[src/rtl/rs_array.sv]
// Reservation station array: in-order allocation into the lowest free slot,
// CDB wakeup of pending operands, and single-issue dispatch of the lowest
// ready entry into registered ALU outputs.

// One reservation-station slot. Allocation and dispatch selects arrive
// already qualified by the array, and the operands arrive with any issue-time
// CDB bypass already applied.
module rs_entry #(
    parameter int ROB_BIT = 3,
    parameter int OP_W    = 5
) (
    input  logic               clk_in,
    input  logic               rst_in,
    input  logic               rdy_in,
    input  logic               flush,
    input  logic               alloc,
    input  logic               disp,
    input  logic [OP_W-1:0]    new_op,
    input  logic [31:0]        new_vj,
    input  logic [31:0]        new_vk,
    input  logic               new_qj_valid,
    input  logic               new_qk_valid,
    input  logic [ROB_BIT-1:0] new_qj,
    input  logic [ROB_BIT-1:0] new_qk,
    input  logic [ROB_BIT-1:0] new_dest,
    input  logic               cdb_valid,
    input  logic [ROB_BIT-1:0] cdb_tag,
    input  logic [31:0]        cdb_value,
    output logic               busy,
    output logic               prepared,
    output logic [OP_W-1:0]    op,
    output logic [31:0]        vj,
    output logic [31:0]        vk,
    output logic [ROB_BIT-1:0] dest
);
    logic               qj_valid, qk_valid;
    logic [ROB_BIT-1:0] qj, qk;
    logic               wake_j, wake_k;

    // Ready to dispatch only once both operands are in hand.
    assign prepared = busy && !qj_valid && !qk_valid;
    assign wake_j   = busy && qj_valid && cdb_valid && (qj == cdb_tag);
    assign wake_k   = busy && qk_valid && cdb_valid && (qk == cdb_tag);

    // Slot state: flush beats everything; alloc only ever targets a free slot,
    // so it never collides with dispatch or wakeup of the same slot.
    always_ff @(posedge clk_in or posedge rst_in) begin
        if (rst_in) begin
            busy     <= 1'b0;
            op       <= '0;
            vj       <= '0;
            vk       <= '0;
            qj_valid <= 1'b0;
            qk_valid <= 1'b0;
            qj       <= '0;
            qk       <= '0;
            dest     <= '0;
        end else if (flush) begin
            busy <= 1'b0;
        end else if (alloc) begin
            busy     <= 1'b1;
            op       <= new_op;
            vj       <= new_vj;
            vk       <= new_vk;
            qj_valid <= new_qj_valid;
            qk_valid <= new_qk_valid;
            qj       <= new_qj;
            qk       <= new_qk;
            dest     <= new_dest;
        end else if (rdy_in) begin
            if (disp)
                busy <= 1'b0;
            if (wake_j) begin
                vj       <= cdb_value;
                qj_valid <= 1'b0;
            end
            if (wake_k) begin
                vk       <= cdb_value;
                qk_valid <= 1'b0;
            end
        end
    end
endmodule

module rs_array #(
    parameter int RS_SIZE = 16,
    parameter int RS_BIT  = 4,
    parameter int ROB_BIT = 3,
    parameter int OP_W    = 5
) (
    input  logic               clk_in,
    input  logic               rst_in,
    input  logic               rdy_in,
    input  logic               flush,
    input  logic               issue_valid,
    input  logic [OP_W-1:0]    issue_op,
    input  logic [31:0]        issue_vj,
    input  logic [31:0]        issue_vk,
    input  logic               issue_qj_valid,
    input  logic               issue_qk_valid,
    input  logic [ROB_BIT-1:0] issue_qj,
    input  logic [ROB_BIT-1:0] issue_qk,
    input  logic [ROB_BIT-1:0] issue_dest,
    input  logic               cdb_valid,
    input  logic [ROB_BIT-1:0] cdb_tag,
    input  logic [31:0]        cdb_value,
    output logic               full,
    output logic               exe_valid,
    output logic [OP_W-1:0]    exe_op,
    output logic [31:0]        exe_v1,
    output logic [31:0]        exe_v2,
    output logic [ROB_BIT-1:0] exe_dest
);
    logic [RS_SIZE-1:0]              busy, prepared, alloc_sel, disp_sel;
    logic [RS_SIZE-1:0][OP_W-1:0]    ent_op;
    logic [RS_SIZE-1:0][31:0]        ent_vj, ent_vk;
    logic [RS_SIZE-1:0][ROB_BIT-1:0] ent_dest;

    logic [RS_BIT-1:0] alloc_idx, disp_idx;
    logic              alloc_en, disp_en;
    logic              byp_j, byp_k;
    logic [31:0]       new_vj, new_vk;

    assign full     = &busy;
    assign alloc_en = rdy_in && issue_valid && !full && !flush;
    assign disp_en  = rdy_in && !flush && (|prepared);

    // An operand produced on the CDB in the issue cycle is captured directly,
    // since the entry does not exist yet to see the broadcast.
    assign byp_j  = issue_qj_valid && cdb_valid && (issue_qj == cdb_tag);
    assign byp_k  = issue_qk_valid && cdb_valid && (issue_qk == cdb_tag);
    assign new_vj = byp_j ? cdb_value : issue_vj;
    assign new_vk = byp_k ? cdb_value : issue_vk;

    // Lowest-index free slot (scan downward so the lowest hit wins).
    always_comb begin
        alloc_idx = '0;
        for (int i = RS_SIZE - 1; i >= 0; i--)
            if (!busy[i])
                alloc_idx = RS_BIT'(i);
    end

    // Lowest-index prepared slot.
    always_comb begin
        disp_idx = '0;
        for (int i = RS_SIZE - 1; i >= 0; i--)
            if (prepared[i])
                disp_idx = RS_BIT'(i);
    end

    for (genvar g = 0; g < RS_SIZE; g++) begin : g_ent
        assign alloc_sel[g] = alloc_en && (alloc_idx == RS_BIT'(g));
        assign disp_sel[g]  = disp_en && (disp_idx == RS_BIT'(g));

        rs_entry #(.ROB_BIT(ROB_BIT), .OP_W(OP_W)) u_ent (
            .clk_in       (clk_in),
            .rst_in       (rst_in),
            .rdy_in       (rdy_in),
            .flush        (flush),
            .alloc        (alloc_sel[g]),
            .disp         (disp_sel[g]),
            .new_op       (issue_op),
            .new_vj       (new_vj),
            .new_vk       (new_vk),
            .new_qj_valid (issue_qj_valid && !byp_j),
            .new_qk_valid (issue_qk_valid && !byp_k),
            .new_qj       (issue_qj),
            .new_qk       (issue_qk),
            .new_dest     (issue_dest),
            .cdb_valid    (cdb_valid),
            .cdb_tag      (cdb_tag),
            .cdb_value    (cdb_value),
            .busy         (busy[g]),
            .prepared     (prepared[g]),
            .op           (ent_op[g]),
            .vj           (ent_vj[g]),
            .vk           (ent_vk[g]),
            .dest         (ent_dest[g])
        );
    end

    // Dispatch register: valid pulses for one cycle, payload holds otherwise.
    always_ff @(posedge clk_in or posedge rst_in) begin
        if (rst_in) begin
            exe_valid <= 1'b0;
            exe_op    <= '0;
            exe_v1    <= '0;
            exe_v2    <= '0;
            exe_dest  <= '0;
        end else begin
            exe_valid <= disp_en;
            if (disp_en) begin
                exe_op   <= ent_op[disp_idx];
                exe_v1   <= ent_vj[disp_idx];
                exe_v2   <= ent_vk[disp_idx];
                exe_dest <= ent_dest[disp_idx];
            end
        end
    end
endmodule
[config.mk]
export PLATFORM = sky130hd
export DESIGN_NAME = rs_array
export DESIGN_NICKNAME = d
export VERILOG_FILES = /design/src/rtl/rs_array.sv
export SDC_FILE = /design/constraint.sdc
export NUM_CORES = 2
export LEC_CHECK = 0
export CORE_ASPECT_RATIO = 1.75
export CORE_MARGIN = 8
export CORE_UTILIZATION = 40
export DETAILED_ROUTE_END_ITERATION = 10
export PLACE_DENSITY = 0.6
export SLEW_MARGIN = 20
export SYNTH_ARGS = -nofsm -noshare
export SYNTH_HDL_FRONTEND = slang
export SYNTH_HIERARCHICAL = 1
export SYNTH_SLANG_ARGS = --single-unit
export TNS_END_PERCENT = 100
[constraint.sdc]
create_clock -name clk_in -period 4.3 [get_ports clk_in]
set_input_delay 0.43 -clock clk_in [delete_from_list [all_inputs] [get_ports clk_in]]
set_output_delay 0.43 -clock clk_in [all_outputs]
set_load 0.03 [all_outputs]
==> flow_summary_export.csv <==
group,metric,value,unit
status,status,"completed",
synth,synth-edff-count,0,
clock_tree,clk_pin_slew,0.06,ns
route,drc,0,
final_layout,final_util,0.4519,
route,dr.pass1.iters,6,
pwr,vdd_drop_max,0.2628,mV
clock_tree,numCtsBuffers,141,
sta,setup_viol,0,
route,drt_iter0_markers,6020,
placed_design,portBuffers,194,
clock_tree,cts_buffer_depth,4,
synth,yosysWarnings,6,
placed_design,place.gp.congestion,0.9230,
die,rows,214,
synth,synth_top_cell_area_share,0.4402,
global_route,grt_pass1_wl,465.7,mm
clock_tree,cts_resized,0,
global_route,antenna_found_initial,22,
final_layout,area_growth,12.56,%
die,start_util,0.4015,
synth,syn-cell-area,77820,um2
run,drv_cap,0,
die,die_h,599.5,um
die,core,193900,um2
route,vias,64550,
sta,final_max_slew_viol_count,0,
critical_path,critPathLaunchType,"flop",
clock_tree,cts_root_buf,"clkbuf_16",
critical_path,cp_common_cell,"nor3b_1",
route,post_drt_via_cell_ratio,5.971,
global_route,grt_max_degree,149,
synth,syn_nets,8170,
synth,ys_ff_latch,1369,
min_path,hp-class,"input pin to asynchronous set/reset pin",
synth,yosys.cell_types.count,59,
global_route,grt_pass1_vias,66050,
die,die_w,349.4,um
critical_path,critPathCaptureType,"flop",
synth,synth_top_cells_by_area,"dfrtp_1, mux2i_1, a21oi_1",
final_layout,drive_above_1_share,0.1284,
synth,yosysTopAreaCell,"dfrtp_1",
sta,finalCritPeriodShare,0.9431,
critical_path,cp.required,4.96,ns
sta,skew,0.04248,ns
synth,synthCells,8049,
sta,clock.fmax,0.2466,GHz
synth,seq_area_frac_synth,0.4402,
final_layout,nets,8235,
sta,fin_crit,4.055,ns
synth,postSynthAreaPerCell,9.669,um2
clock_tree,clk_latency,0.82,ns
critical_path,slowest_stage,"nor3b_1",
clock_tree,cts_setup_buffers,0,
die,io_pins,195,
die,die_area,209500,um2
critical_path,path_class,"flop to flop",
sta,slew_headroom,0.1875,
sta,worst_pin_slew,1.216,ns
sta,hold_viol_final,0,
clock_tree,tritoncts,"yes",
route,drt_wl_total,326.8,mm
sta,setup_tns,0,ns
route,ant_nets,0,
pwr,power.density,358.3,nW/um2
synth,async_flop_share,1.000,
pwr,power_leakage,0.04130,uW
critical_path,arrival,4.71,ns
critical_path,critPathMaxStageDelay,0.80,ns
clock_tree,htree_levels,4,
critical_path,cp_max_fo,148,
placed_design,dpl.hpwl,204.4,mm
global_route,grt_use_total,0.3034,
route,post_drt_wl_per_cell,30.23,um
clock_tree,ctsHoldBuffers,0,
sta,rsz0062_at_grt,"false",
synth,synthFlopType,"dfrtp_1",
critical_path,path_cells,"nor3b_1 > nor3b_1 > nor4_1 > nand3_4 > buf_12 > nand3_1 > a21oi_1 > a2111oi_0 > a31oi_1",
global_route,grt-ovfl-total,0,
clock_tree,cts.sinks,1369,
-- cells in the mapped netlist, types with 3 or more instances --
cell type	count
xor2_2	32
dfrtp_1	1369
o211ai_1	48
nand4b_4	16
o21ai_0	99
nor4_1	26
a2bb2oi_1	32
o22ai_1	14
nand4_1	8
buf_4	23
o21ai_1	4
nor4_2	34
nor2_1	189
a21o_1	106
xor2_1	68
buf_2	89
buf_6	40
or3_1	4
inv_1	1048
nand3_1	150
o32a_1	3
mux2i_1	1127
a2111oi_0	17
a21oi_1	1327
o221ai_1	5
nand2_1	590
a211oi_1	4
a31oi_1	125
o2111a_1	50
nor2b_1	535
mux2_2	354
clkbuf_1	282
nor3b_1	19
buf_1	32
nor3_1	41
a221o_1	14
buf_12	96
-- per-stage QoR --
step	hold slack [ns]	total power [uW]	area, um2	worst slack [ns]	std cells
3_5_place_dp	0.4891	18790	82990	0.4576	10560
3_3_place_gp	0.4844	18740	82960	0.5127	10560
2_1_floorplan	0.4740	16470	77820	1.262	8049
6_report	0.04024	31390	87600	0.2448	10810
5_1_grt	0.06354	32310	87590	0.2348	10800
4_1_cts	0.01772	31540	87580	0.4272	10800
-- cell usage in the layout, fill, tap and decap left out, types with 17 or more instances in the layout --
cell type / instances
o21ai_0: 98
clkbuf_16: 147
o211ai_1: 48
a21oi_1: 1327
a2bb2oi_1: 32
a31oi_1: 124
dfrtp_1: 1369
nor2_1: 175
clkbuf_8: 27
nand2_1: 582
a21o_1: 74
nand3_1: 149
buf_4: 182
inv_1: 1030
xor2_2: 32
buf_12: 109
nor3b_1: 18
mux2i_1: 1127
clkbuf_1: 29
nor3_1: 38
nor4_2: 34
o2111a_1: 50
a21o_4: 32
a2111oi_0: 17
mux2_2: 354
xor2_1: 68
nor2b_1: 518
clkdlybuf4s50_1: 187
clkinv_2: 19
nor4_1: 26
-- flip-flops by register name, summed over array words and instances (netlist names) --
| name | flops |
|---|---|
| g_ent.u_ent/vj | 512 |
| g_ent.u_ent/vk | 512 |
| g_ent.u_ent/op | 80 |
| g_ent.u_ent/dest | 48 |
| g_ent.u_ent/qj | 48 |
| g_ent.u_ent/qk | 48 |
| exe_v1 | 32 |
| exe_v2 | 32 |
| g_ent.u_ent/busy | 16 |
| g_ent.u_ent/qj_valid | 16 |
| g_ent.u_ent/qk_valid | 16 |
| exe_op | 5 |
| exe_dest | 3 |
| exe_valid | 1 |
-- routing by layer --
metal	share of wire	global-route usage	routed length (um)	up-vias
met2	0.46	0.4949	151600	3474
li1	-	-	-	27300
met3	0.082	0.06650	26770	1338
met1	0.36	0.3442	118100	32410
met5	0.00041	0	134	-
met4	0.092	0.2377	30220	20
-- power breakdown --
part / switching (uW) / leakage [uW] / internal (uW)
logic: 2740 / 0.0252 / 1580
registers: 755 / 0.0138 / 13500
clock network: 5550 / 0.00226 / 7260
-- final cells by class --
cell class                 count  area, um2
antenna                        8      20.02
clock buffer                 203       4159
clock inverter                36      429.2
fill                       18560     106300
inverter                    1049       4018
multi-input combinational   5067      35990
sequential                  1369      34260
tap                         2592       3243
timing repair buffer         486       5483
-- critical path, delay by kind of cell (launching register included) --
kind / cells / cell delay [ns]
simple gates: 5 / 1.95
compound gates: 3 / 0.82
buf+inv: 1 / 0.35
flops: 1 / 0.50
-- final timing paths --
path	slack, ns	end	startpoint	cells after the start
min in group clk_in	0.31	g_ent[3].u_ent/busy	flush	3
setup reg to reg	0.24	exe_v1[8]	g_ent[6].u_ent/busy	9
setup / recovery	0.24	exe_v1[8]	g_ent[6].u_ent/busy	9
hold / removal	0.04	g_ent[5].u_ent/qk[0]	rst_in	3
hold reg to reg	0.51	g_ent[5].u_ent/dest[1]	g_ent[5].u_ent/dest[1]	1
max in group asynchronous	2.99	g_ent[8].u_ent/vk[21]	rst_in	4
-- cells by family (layout without fill, tap and decap cells) --
logic type                after synthesis  after routing  share of synthesized area
DFF                                  1369           1369                     0.4402
buffers and inverters                1613           1774                     0.1045
and+or+nand+nor                      1625           1625                     0.1095
muxes                                1481           1481                     0.1962
other                                   0              8                          0
AOI/OAI and AO/OA                    1859           1859                     0.1350
xor gates and xnor gates              102            102                    0.01457
(Power assumes the default switching activity.)
